--- config.mk ---
export PLATFORM = sky130hd
export DESIGN_NAME = instruction_fetch_unit_flat
export DESIGN_NICKNAME = d
export VERILOG_FILES = /design/src/rtl/instruction_fetch_unit_pkg.sv /design/src/rtl/instruction_fetch_unit_if.sv /design/src/rtl/instruction_fetch_unit_pc_next_adder.sv /design/src/rtl/instruction_fetch_unit.sv /design/src/flat_wrapper.sv
export SDC_FILE = /design/constraint.sdc
export NUM_CORES = 1
export LEC_CHECK = 0
export CAP_MARGIN = 25
export CELL_PAD_IN_SITES_DETAIL_PLACEMENT = 0
export CELL_PAD_IN_SITES_GLOBAL_PLACEMENT = 2
export CORE_MARGIN = 1.5
export CORE_UTILIZATION = 30
export DETAILED_ROUTE_END_ITERATION = 7
export PLACE_DENSITY_LB_ADDON = 0.1
export SLEW_MARGIN = 0
export SYNTH_ARGS = -nofsm -noshare
export SYNTH_HDL_FRONTEND = slang
export SYNTH_HIERARCHICAL = 1
export SYNTH_SLANG_ARGS = --single-unit
--- constraint.sdc ---
create_clock -name clk_i -period 4.35 [get_ports clk_i]
set_clock_uncertainty 0.2 [all_clocks]
set_input_delay 0.87 -clock clk_i [delete_from_list [all_inputs] [get_ports clk_i]]
set_output_delay 0.87 -clock clk_i [all_outputs]
set_load 0.03 [all_outputs]
--- src/rtl/instruction_fetch_unit_pkg.sv ---
// Shared definitions for the instruction fetch unit: FSM encoding, decoder
// opcodes that produce control transfers, and default reset address.
package instruction_fetch_unit_pkg;

    localparam int          INSTR_W          = 32;
    localparam int          PC_W_DEFAULT     = 32;
    localparam int          OFFSET_W_DEFAULT = 8;
    localparam logic [31:0] RESET_PC_DEFAULT = 32'h0000_0000;

    // Opcodes whose offset field drives the next-PC target.
    localparam logic [7:0] OP_J   = 8'h06;
    localparam logic [7:0] OP_BEQ = 8'h07;
    localparam logic [7:0] OP_BNE = 8'h0C;

    typedef enum logic [1:0] {
        ST_FETCH = 2'd0,
        ST_WAIT  = 2'd1,
        ST_ISSUE = 2'd2
    } fetch_state_e;

    // True for any opcode that may redirect the program counter.
    function automatic logic is_ctrl_op(input logic [7:0] opcode);
        logic hit;
        case (opcode)
            OP_J, OP_BEQ, OP_BNE: hit = 1'b1;
            default:              hit = 1'b0;
        endcase
        return hit;
    endfunction

endpackage

--- src/rtl/instruction_fetch_unit_if.sv ---
// Fetch-unit bus: instruction memory handshake, data-memory stall, decoder
// redirect inputs and the issued instruction toward the decoder.
interface instruction_fetch_unit_if
    import instruction_fetch_unit_pkg::*;
#(
    parameter int PC_W     = PC_W_DEFAULT,
    parameter int OFFSET_W = OFFSET_W_DEFAULT
);
    logic                imem_read;
    logic [PC_W-1:0]     imem_addr;
    logic [INSTR_W-1:0]  imem_readdata;
    logic                imem_busywait;
    logic                dmem_busywait;
    logic                jump;
    logic                branch_taken;
    logic [OFFSET_W-1:0] offset_8bit;
    logic [INSTR_W-1:0]  instruction;
    logic                instr_valid;
    logic [PC_W-1:0]     pc;

    modport master (
        output imem_read, imem_addr, instruction, instr_valid, pc,
        input  imem_readdata, imem_busywait, dmem_busywait,
               jump, branch_taken, offset_8bit
    );

    modport slave (
        input  imem_read, imem_addr, instruction, instr_valid, pc,
        output imem_readdata, imem_busywait, dmem_busywait,
               jump, branch_taken, offset_8bit
    );
endinterface

--- src/rtl/instruction_fetch_unit_pc_next_adder.sv ---
// Next-PC computation: sequential PC+4 or PC+4 plus a sign-extended word
// offset, both wrapping modulo 2^PC_W.
module pc_next_adder
    import instruction_fetch_unit_pkg::*;
#(
    parameter int PC_W     = PC_W_DEFAULT,
    parameter int OFFSET_W = OFFSET_W_DEFAULT
) (
    input  logic [PC_W-1:0]     pc_i,
    input  logic [OFFSET_W-1:0] offset_i,
    input  logic                take_i,
    output logic [PC_W-1:0]     next_pc_o
);
    logic [PC_W-1:0] pc_seq_s;
    logic [PC_W-1:0] offset_bytes_s;
    logic [PC_W-1:0] target_s;

    // Word offset becomes a byte offset: sign-extend, then append two zero bits.
    assign offset_bytes_s = {{(PC_W-OFFSET_W-2){offset_i[OFFSET_W-1]}}, offset_i, 2'b00};

    // Sequential and target addresses; carries out of PC_W are dropped.
    always_comb begin
        pc_seq_s = pc_i + PC_W'(4);
        target_s = pc_seq_s + offset_bytes_s;
        if (take_i) begin
            next_pc_o = target_s;
        end else begin
            next_pc_o = pc_seq_s;
        end
    end
endmodule

--- src/rtl/instruction_fetch_unit.sv ---
// Instruction fetch unit: PC register, FETCH/WAIT/ISSUE handshake FSM with
// instruction memory, and the latched instruction presented to the decoder.
module instruction_fetch_unit
    import instruction_fetch_unit_pkg::*;
#(
    parameter int              PC_W     = PC_W_DEFAULT,
    parameter int              OFFSET_W = OFFSET_W_DEFAULT,
    parameter logic [PC_W-1:0] RESET_PC = PC_W'(RESET_PC_DEFAULT)
) (
    input  logic                     clk_i,
    input  logic                     rst_i,
    instruction_fetch_unit_if.master bus
);
    fetch_state_e       state_q;
    logic [PC_W-1:0]    pc_q;
    logic [PC_W-1:0]    pc_d;
    logic [INSTR_W-1:0] instr_q;
    logic               instr_valid_q;
    logic               imem_read_q;
    logic               take_s;

    assign take_s = bus.jump | bus.branch_taken;

    pc_next_adder #(
        .PC_W     (PC_W),
        .OFFSET_W (OFFSET_W)
    ) u_pc_next_adder (
        .pc_i      (pc_q),
        .offset_i  (bus.offset_8bit),
        .take_i    (take_s),
        .next_pc_o (pc_d)
    );

    // Fetch FSM with registered outputs. Out of reset FETCH spends one cycle
    // raising IMEM_READ before any readdata is eligible for latching.
    always_ff @(posedge clk_i or posedge rst_i) begin
        if (rst_i) begin
            state_q       <= ST_FETCH;
            pc_q          <= RESET_PC;
            instr_q       <= {INSTR_W{1'b0}};
            instr_valid_q <= 1'b0;
            imem_read_q   <= 1'b0;
        end else begin
            case (state_q)
                ST_FETCH: begin
                    if (!imem_read_q) begin
                        imem_read_q <= 1'b1;
                    end else if (!bus.imem_busywait) begin
                        instr_q       <= bus.imem_readdata;
                        instr_valid_q <= 1'b1;
                        imem_read_q   <= 1'b0;
                        state_q       <= ST_ISSUE;
                    end else begin
                        state_q <= ST_WAIT;
                    end
                end
                ST_WAIT: begin
                    if (!bus.imem_busywait) begin
                        instr_q       <= bus.imem_readdata;
                        instr_valid_q <= 1'b1;
                        imem_read_q   <= 1'b0;
                        state_q       <= ST_ISSUE;
                    end
                end
                ST_ISSUE: begin
                    // Redirect inputs only matter on the edge that retires the issue.
                    if (!bus.dmem_busywait) begin
                        pc_q          <= pc_d;
                        instr_valid_q <= 1'b0;
                        imem_read_q   <= 1'b1;
                        state_q       <= ST_FETCH;
                    end
                end
                default: begin
                    state_q       <= ST_FETCH;
                    instr_valid_q <= 1'b0;
                    imem_read_q   <= 1'b0;
                end
            endcase
        end
    end

    assign bus.imem_read   = imem_read_q;
    assign bus.imem_addr   = pc_q;
    assign bus.pc          = pc_q;
    assign bus.instruction = instr_q;
    assign bus.instr_valid = instr_valid_q;
endmodule
--- src/flat_wrapper.sv ---
// flat-port wrapper written by rule: the top's interface ports become plain ports
module instruction_fetch_unit_flat import instruction_fetch_unit_pkg::*;
#(
    parameter int              PC_W     = PC_W_DEFAULT,
    parameter int              OFFSET_W = OFFSET_W_DEFAULT,
    parameter logic [PC_W-1:0] RESET_PC = PC_W'(RESET_PC_DEFAULT)
)
  (clk_i, rst_i, bus_imem_read, bus_imem_addr, bus_instruction, bus_instr_valid, bus_pc, bus_imem_readdata, bus_imem_busywait, bus_dmem_busywait, bus_jump, bus_branch_taken, bus_offset_8bit);
  instruction_fetch_unit_if #(.PC_W(PC_W), .OFFSET_W(OFFSET_W)) bus_i ();
  input  logic clk_i;
  input  logic rst_i;
  output wire logic [$bits(bus_i.imem_read)-1:0] bus_imem_read;
  output wire logic [$bits(bus_i.imem_addr)-1:0] bus_imem_addr;
  output wire logic [$bits(bus_i.instruction)-1:0] bus_instruction;
  output wire logic [$bits(bus_i.instr_valid)-1:0] bus_instr_valid;
  output wire logic [$bits(bus_i.pc)-1:0] bus_pc;
  input wire logic [$bits(bus_i.imem_readdata)-1:0] bus_imem_readdata;
  input wire logic [$bits(bus_i.imem_busywait)-1:0] bus_imem_busywait;
  input wire logic [$bits(bus_i.dmem_busywait)-1:0] bus_dmem_busywait;
  input wire logic [$bits(bus_i.jump)-1:0] bus_jump;
  input wire logic [$bits(bus_i.branch_taken)-1:0] bus_branch_taken;
  input wire logic [$bits(bus_i.offset_8bit)-1:0] bus_offset_8bit;
  assign bus_imem_read = bus_i.imem_read;
  assign bus_imem_addr = bus_i.imem_addr;
  assign bus_instruction = bus_i.instruction;
  assign bus_instr_valid = bus_i.instr_valid;
  assign bus_pc = bus_i.pc;
  assign bus_i.imem_readdata = bus_imem_readdata;
  assign bus_i.imem_busywait = bus_imem_busywait;
  assign bus_i.dmem_busywait = bus_dmem_busywait;
  assign bus_i.jump = bus_jump;
  assign bus_i.branch_taken = bus_branch_taken;
  assign bus_i.offset_8bit = bus_offset_8bit;
  instruction_fetch_unit #(.PC_W(PC_W), .OFFSET_W(OFFSET_W), .RESET_PC(RESET_PC)) u_core (.clk_i(clk_i), .rst_i(rst_i), .bus(bus_i));
endmodule
# Word level (Yosys, flattened, before mapping)
# Cells that the tools add are included.
# op_classes
add_sub_neg,2
n_eq_ne,5
muxes,18
bitwise,2
reduce_logical,7
# op_table
cell,count
$mux W32,3
$pmux W32 S2,1
$add A32 B3 Y32 const B,1
$add A32 B32 Y32,1
$mux W2,4
$reduce_and A2 Y1,4
$mux W1,7
$pmux W1 S3,2
$pmux W2 S3,1
$ne A2 B2 Y1 const B,2
$reduce_and A3 Y1,1
$eq A2 B1 Y1 const B,1
$eq A2 B2 Y1 const B,1
$logic_not A2 Y1,1
$ne A2 B1 Y1 const B,1
$reduce_bool A2 Y1,1
$not A1 Y1,1
$or A1 B1 Y1,1
# word_totals
register_bits,68
in_bits,46
output_inout_bits,98
wordCells,39

# Longest topological paths before layout
# Gate-level depths: netlist of the first run.
# logic_depth
depth_word,3
mapped_depth,15

# By module
# The synthesis of the first run kept the hierarchy.
# by_module_without_submodules
module,n_inst,cells_each,area_each_um2
instruction_fetch_unit,1,186,2846.5
pc_next_adder,1,396,2732.6

# Worst setup path after synthesis of the first run
# OpenSTA, ideal clock, no wires.
# synth_timing
path_type,register to register
start,"reg u_core.pc_q[4], in the netlist u_core/bus.imem_addr[4]"
end,"reg u_core.pc_q[30], in the netlist u_core/bus.imem_addr[30]"
setup_ns,0.125
t_arrival_ns,3.385
required_time_ns,4.025
slack_ns,0.640
path_stages_with_launch,15
synth_period_minus_slack_ns,3.710
cell_sequence,dfrtp_1 and4_4 nand4_4 nor2_4 nand3_1 xnor2_1 ha_1 a21oi_1 o21ai_0 o31ai_1 a31oi_1 a221oi_2 o2111ai_1 o211a_1 mux2_2
# synth_via
elab_chain_cells,3
# synth_lines
item,line,source
from (decl),instruction_fetch_unit.sv:15,logic [PC_W-1:0] pc_q;
from (signal assigned),instruction_fetch_unit.sv:68,pc_q <= pc_d;
$add A32 B3 Y32 (*),instruction_fetch_unit_pc_next_adder.sv:23,pc_seq_s = pc_i + PC_W'(4);
$add A32 B32 Y32,instruction_fetch_unit_pc_next_adder.sv:24,target_s = pc_seq_s + offset_bytes_s;
$mux W32 (*),instruction_fetch_unit_pc_next_adder.sv:25,if (take_i) begin
net u_core.pc_d[30],instruction_fetch_unit.sv:16,logic [PC_W-1:0] pc_d;
# The timed path passes the listed nets; every way through them passes the cells marked *.
# A chain may end at the register's enable or synchronous reset.

# Worst setup path after layout of the first run
# layout_timing
start,"reg u_core.pc_q[11], in the netlist u_core/bus.imem_addr[11]"
end,"reg u_core.pc_q[31], in the netlist u_core/bus.imem_addr[31]"
# The elaborated chain is that of the path after synthesis.

==> impl_metrics.json, run 1 <==
{
  "grt_pass1_wl_um": 26800,
  "io_pins": 144,
  "drc": 1,
  "violations": "design-rule violations",
  "regArea_um2": 1700,
  "cts_setup_buffers": 0,
  "nFillCells": 1789,
  "die_w_um": 139,
  "initial_core_util": 0.308,
  "synth-seq-cells": 68,
  "hp-class": "flip-flop to flip-flop",
  "tns_ns": 0,
  "hold_buffers": 0,
  "cp-end-kind": "flip-flop",
  "vdd_ir_drop_max_mv": 0.492,
  "pwr-share-clk": 0.112,
  "finalSetupViolations": 0,
  "worstPathRequired_ns": 4.37,
  "syn_area_um2": 5580,
  "cp-start-kind": "flip-flop",
  "worstPathMaxFanout": 8,
  "synth-edff-count": 0,
  "p_int_mw": 3.48,
  "maxCapViolations": 0,
  "dp_hpwl_um": 12900,
  "vias_per_cell": 5.10,
  "cts_tree": "yes",
  "antenna_left": 0,
  "synth.distinct_cells": 70,
  "diodes": 0,
  "period_needed_ns": 4.05,
  "synth_cells": 582,
  "htreeDepth": 3,
  "relSlewSlack": 0.552,
  "yosysTopAreaCellShare": 0.305,
  "port_buffers": 143,
  "p_leak_nw": 3.02,
  "antenna_found_initial": 0,
  "finalNonFillerCells": 935,
  "synthFlopType": "dfrtp_1",
  "clk_latency_ns": 0.34,
  "p_per_area_nw_per_um2": 924,
  "gp_congestion": 0.813,
  "slew_viol_final": 0,
  "ys_seq_area_frac": 0.305,
  "die_h_um": 139,
  "firstDrtPassIters": 8,
  "dp.cells": 919,
  "p_seq_frac": 0.194,
  "grt_max_degree": 35,
  "synthArstFlopShare": 1.00,
  "rows": 49,
  "synth_nets": 666,
  "coreArea_um2": 18100,
  "critPathKind": "flip-flop to flip-flop",
  "wl_per_cell_um": 17.6,
  "dieArea_um2": 19400,
  "multi_input_area_um2": 3480,
  "p_sw_mw": 3.34,
  "yosys-top-cells-area": "dfrtp_1 (31%), mux2_2 (13%), ha_1 (8.3%)",
  "crit_arrival_ns": 4.07,
  "fmaxAchievable_mhz": 247,
  "areaGrowthSynthToFinish_pct": 32.2,
  "drt_iter0_markers": 220,
  "yosys.area.top_type": "dfrtp_1",
  "hold_viol_final": 0,
  "grt_use_total": 0.175,
  "yosys-top-cells-count": "dfrtp_1 (68), mux2_2 (62), a21oi_1 (53)",
  "finalCritPeriodShare": 0.932,
  "synth.most_common_cell": "dfrtp_1",
  "grt_setup_unrepaired": "false",
  "clkTransAtPathRegs_ns": 0.06,
  "vias": 4766,
  "cts.sinks": 68,
  "cts_buffers": 9,
  "layout-drive-gt1-share": 0.176,
  "yosysWarnings": 6,
  "clock-root-buffer": "clkbuf_16",
  "clockBufferDepth": 2,
  "grt_pass1_vias": 4989,
  "status": "finished with violations",
  "swShare": 0.490,
  "avgSynthCellArea_um2": 9.59,
  "cts_resized": 0,
  "wirelength_um": 16500,
  "power_frac_comb": 0.694,
  "tightest_slew_ns": 0.672,
  "gr-total-overflow": 0,
  "nNetsFinal": 785
}
[power by group through the flow]
stage / clock (mW) / combinational [mW] / sequential (mW)
floorplan: 0 / 2.73 / 1.87
global placement: 0 / 4.75 / 1.32
detailed placement: 0 / 4.72 / 1.34
CTS: 0.791 / 4.75 / 1.34
global route: 0.815 / 5.11 / 1.39
finish: 0.765 / 4.73 / 1.32
[through the flow]
stage          cell area [µm²]  power [mW]  hold WS [ns]   util  worst slack [ns]
6_report                  7380        6.82         0.292  0.408             0.296
3_3_place_gp              7070        6.07         0.268  0.391             0.173
3_5_place_dp              7070        6.06         0.280  0.391             0.110
2_1_floorplan             5580        4.60         0.383      -             0.640
4_1_cts                   7370        6.88         0.297  0.408            0.0697
5_1_grt                   7380        7.32         0.320  0.408            0.0274
[layer usage]
metal  global-route usage  share of wire
met5                    0              0
met1                0.236           0.48
met3               0.0423          0.058
met4               0.0532          0.016
met2                0.278           0.44
[critical path, cell delays in order, from the launching register on]
cell,delay [ns]
dfrtp_1,0.48
and4_4,0.32
nand4_4,0.16
nor3_2,0.33
and4_1,0.25
xor2_1,0.23
ha_1,0.33
a21oi_1,0.24
o21a_1,0.22
nor3_1,0.07
o21ai_0,0.15
o2111ai_1,0.13
a211oi_1,0.42
xnor2_1,0.13
mux2_2,0.27
[cells in the final DEF, fill, tap and decap left out, drive strengths merged, types with 3 or more instances in the layout]
| master | netlist | final |
|---|---|---|
| xnor2 | 30 | 30 |
| a21oi | 54 | 54 |
| dfrtp | 68 | 68 |
| nand2 | 38 | 38 |
| o21a | 8 | 8 |
| ha | 37 | 37 |
| nor3b | 4 | 4 |
| nor2 | 47 | 47 |
| clkdlybuf4s50 | 0 | 143 |
| nor3 | 10 | 10 |
| buf | 41 | 17 |
| nor2b | 4 | 4 |
| and3 | 13 | 13 |
| mux2 | 67 | 67 |
| and2 | 4 | 4 |
| a211oi | 4 | 4 |
| clkbuf | 11 | 9 |
| a21o | 12 | 12 |
| a31oi | 4 | 4 |
| o21bai | 5 | 5 |
| xor2 | 21 | 21 |
| inv | 9 | 12 |
| o21ai | 23 | 23 |
| nand4 | 11 | 11 |
| and4 | 4 | 4 |
| a211o | 3 | 3 |
| nand3 | 19 | 19 |
[final cells by class]
| type | count | share of cell area |
|---|---|---|
| sequential | 68 | 0.231 |
| tap | 229 | 0.0388 |
| inverter | 9 | 0.00458 |
| multi-input combinational | 453 | 0.472 |
| clock inverter | 7 | 0.0109 |
| clock buffer | 9 | 0.0305 |
| timing repair buffer | 160 | 0.213 |
[sequential cells by signal (all words and copies together) (netlist names)]
| signal | count |
|---|---|
| u_core/bus.imem_addr | 32 |
| u_core/bus.imem_read | 1 |
| u_core/bus.instr_valid | 1 |
| u_core/bus.instruction | 32 |
| u_core/state_q | 2 |
[cell families after synthesis]
logic type | share of synthesized area
muxes | 0.138
buffers and inverters | 0.0722
DFF | 0.305
AOI/OAI and AO/OA | 0.159
xor gates and xnor gates | 0.0828
and+or+nand+nor | 0.156
adders and majority gates | 0.0866
[worst paths after layout]
kind / slack [ns] / end / startpoint / depth (start not counted)
min reg2reg: 0.29 / u_core/bus.instruction[16]$_DFFE_PP0P_ / u_core/bus.instruction[16]$_DFFE_PP0P_ / 1
min: 0.29 / u_core/bus.instruction[16]$_DFFE_PP0P_ / u_core/bus.instruction[16]$_DFFE_PP0P_ / 1
max reg2reg: 0.30 / u_core/bus.imem_addr[31]$_DFFE_PP0P_ / u_core/bus.imem_addr[11]$_DFFE_PP0P_ / 14
max in group asynchronous: 2.60 / u_core/bus.imem_addr[17]$_DFFE_PP0P_ / rst_i / 3
max: 0.30 / u_core/bus.imem_addr[31]$_DFFE_PP0P_ / u_core/bus.imem_addr[11]$_DFFE_PP0P_ / 14
min in group asynchronous: 0.60 / u_core/bus.instruction[29]$_DFFE_PP0P_ / rst_i / 2
(Power assumes the default switching activity.)
==> run 2: changes to the inputs <==
RECOVER_POWER = 100   (was unset)
==> impl_metrics.json, run 2 (synthesis results as in run 1) <==
{
  "status": "finished with violations",
  "violations": "design-rule violations, max-capacitance violations, max-slew violations",
  "finalSetupViolations": 0,
  "p_total_mw": 6.61,
  "coreArea_um2": 18100,
  "die_h_um": 139,
  "tightest_slew_ns": 1.80,
  "rows": 49,
  "swShare": 0.500,
  "critical-path-max-stage-delay_ns": 0.47,
  "diodes": 0,
  "path_buf_inv": 0,
  "die_w_um": 139,
  "p_leak_nw": 3.05,
  "cts.sinks": 68,
  "p_sw_mw": 3.31,
  "p_int_mw": 3.30,
  "grt_pass1_vias": 4989,
  "relSlewSlack": -0.201,
  "finalCritPeriodShare": 0.934,
  "worstPathRequired_ns": 4.37,
  "crit_chain": "and4_4 > nand4_4 > nor3_2 > and4_1 > xor2_1 > ha_1 > a21oi_1 > o21a_1 > nor3_1 > o21ai_0 > o2111ai_1 > a211oi_1 > xnor2_1 > mux2_2",
  "maxCapViolations": 3,
  "critPathSlowestCell": "dfrtp_1",
  "grt_pass1_wl_um": 26800,
  "firstDrtPassIters": 8,
  "period_needed_ns": 4.06,
  "layout_commonest_cell": "dlygate4sd3_1",
  "grt_use_total": 0.175,
  "clk_latency_ns": 0.34,
  "crit_arrival_ns": 4.08,
  "vias": 4804,
  "cp_top_family": "compound AO/OA/AOI/OAI gates",
  "antenna_left": 0,
  "hold_buffers": 0,
  "critPathKind": "flip-flop to flip-flop",
  "gp_congestion": 0.813,
  "slew_viol_final": 65,
  "final_cell_mix": "dlygate4sd3_1 (103), dfrtp_1 (68), mux2_2 (62)",
  "multi_input_area_um2": 3460,
  "dp.cells": 919,
  "vdd_ir_drop_max_mv": 0.464,
  "io_pins": 144,
  "layout-drive-gt1-share": 0.160,
  "vias_per_cell": 5.14,
  "cp-end-kind": "flip-flop",
  "drt_iter0_markers": 229,
  "p_seq_frac": 0.197,
  "pwr-share-clk": 0.115,
  "drc": 1,
  "dp_hpwl_um": 12900,
  "clockBufferDepth": 2,
  "port_buffers": 143,
  "hold_ws_ns": 0.286,
  "cts_resized": 0,
  "cp-start-kind": "flip-flop",
  "cts_tree": "yes",
  "hold_viol_final": 0,
  "nFillCells": 1793,
  "regArea_um2": 1700,
  "grt_max_degree": 35,
  "hp-class": "flip-flop to flip-flop",
  "wl_per_cell_um": 17.6,
  "clock-root-buffer": "clkbuf_16",
  "dieArea_um2": 19400,
  "fin_util": 0.406,
  "grt_setup_unrepaired": "false",
  "p_per_area_nw_per_um2": 900,
  "wirelength_um": 16500,
  "clkTransAtPathRegs_ns": 0.06,
  "antenna_found_initial": 0,
  "fmaxAchievable_mhz": 246,
  "areaGrowthSynthToFinish_pct": 31.6,
  "cts_setup_buffers": 0,
  "nNetsFinal": 785,
  "power_frac_comb": 0.687,
  "finalNonFillerCells": 935,
  "initial_core_util": 0.308,
  "worstPathMaxFanout": 8,
  "cts_buffers": 9,
  "gr-total-overflow": 0,
  "tns_ns": 0,
  "htreeDepth": 3
}
run 2: cell count changes in the layout (fill, tap and decap cells not counted), moves of 5 or more:
cell             before  now
clkbuf_1              0    5
dlygate4sd3_1         0  103
clkdlybuf4s50_1     143   40
buf_4                16   11
run 2: metrics by stage:
step	worst slack, ns	cell area (µm²)
global placement	0.173	7070
global route	0.0290	7340
detailed placement	0.110	7070
finish	0.289	7340
floorplan	0.640	5580
CTS	0.0697	7370
run 2: power by group through the flow:
stage	Clock, mW	Combinational (mW)	Sequential, mW
CTS	0.791	4.75	1.34
global route	0.815	4.92	1.37
global placement	0	4.75	1.32
finish	0.762	4.54	1.30
detailed placement	0	4.72	1.34
floorplan	0	2.73	1.87
run 2: metal layers:
layer | global-route usage | share of wire | vias to the layer above
li1 | - | - | 2328
met1 | 0.236 | 0.48 | 2312
met2 | 0.278 | 0.44 | 145
met3 | 0.0423 | 0.060 | 19
met4 | 0.0532 | 0.017 | 0
met5 | 0 | 0 | -
run 2: final timing paths:
kind | from | endpoint | slack (ns) | cells after the start
hold / removal | u_core/bus.instruction[16]$_DFFE_PP0P_ | u_core/bus.instruction[16]$_DFFE_PP0P_ | 0.29 | 1
max in group asynchronous | rst_i | u_core/bus.imem_addr[17]$_DFFE_PP0P_ | 1.08 | 3
hold reg to reg | u_core/bus.instruction[16]$_DFFE_PP0P_ | u_core/bus.instruction[16]$_DFFE_PP0P_ | 0.29 | 1
setup / recovery | u_core/bus.imem_addr[11]$_DFFE_PP0P_ | u_core/bus.imem_addr[31]$_DFFE_PP0P_ | 0.29 | 14
min in group asynchronous | rst_i | u_core/bus.instruction[29]$_DFFE_PP0P_ | 0.83 | 2
setup reg to reg | u_core/bus.imem_addr[11]$_DFFE_PP0P_ | u_core/bus.imem_addr[31]$_DFFE_PP0P_ | 0.29 | 14
run 2: layout make-up:
class | count | share of cell area
Multi-Input combinational cell | 453 | 0.472
Inverter | 9 | 0.00460
Tap cell | 229 | 0.0390
Timing Repair Buffer | 160 | 0.211
Sequential cell | 68 | 0.232
Clock buffer | 9 | 0.0307
Clock inverter | 7 | 0.0109
run 2: worst reg2reg max path: stages (launching register included):
cell       delay [ns]
dfrtp_1          0.47
and4_4           0.32
nand4_4          0.16
nor3_2           0.34
and4_1           0.25
xor2_1           0.23
ha_1             0.33
a21oi_1          0.24
o21a_1           0.23
nor3_1           0.07
o21ai_0          0.14
o2111ai_1        0.13
a211oi_1         0.42
xnor2_1          0.13
mux2_2           0.27
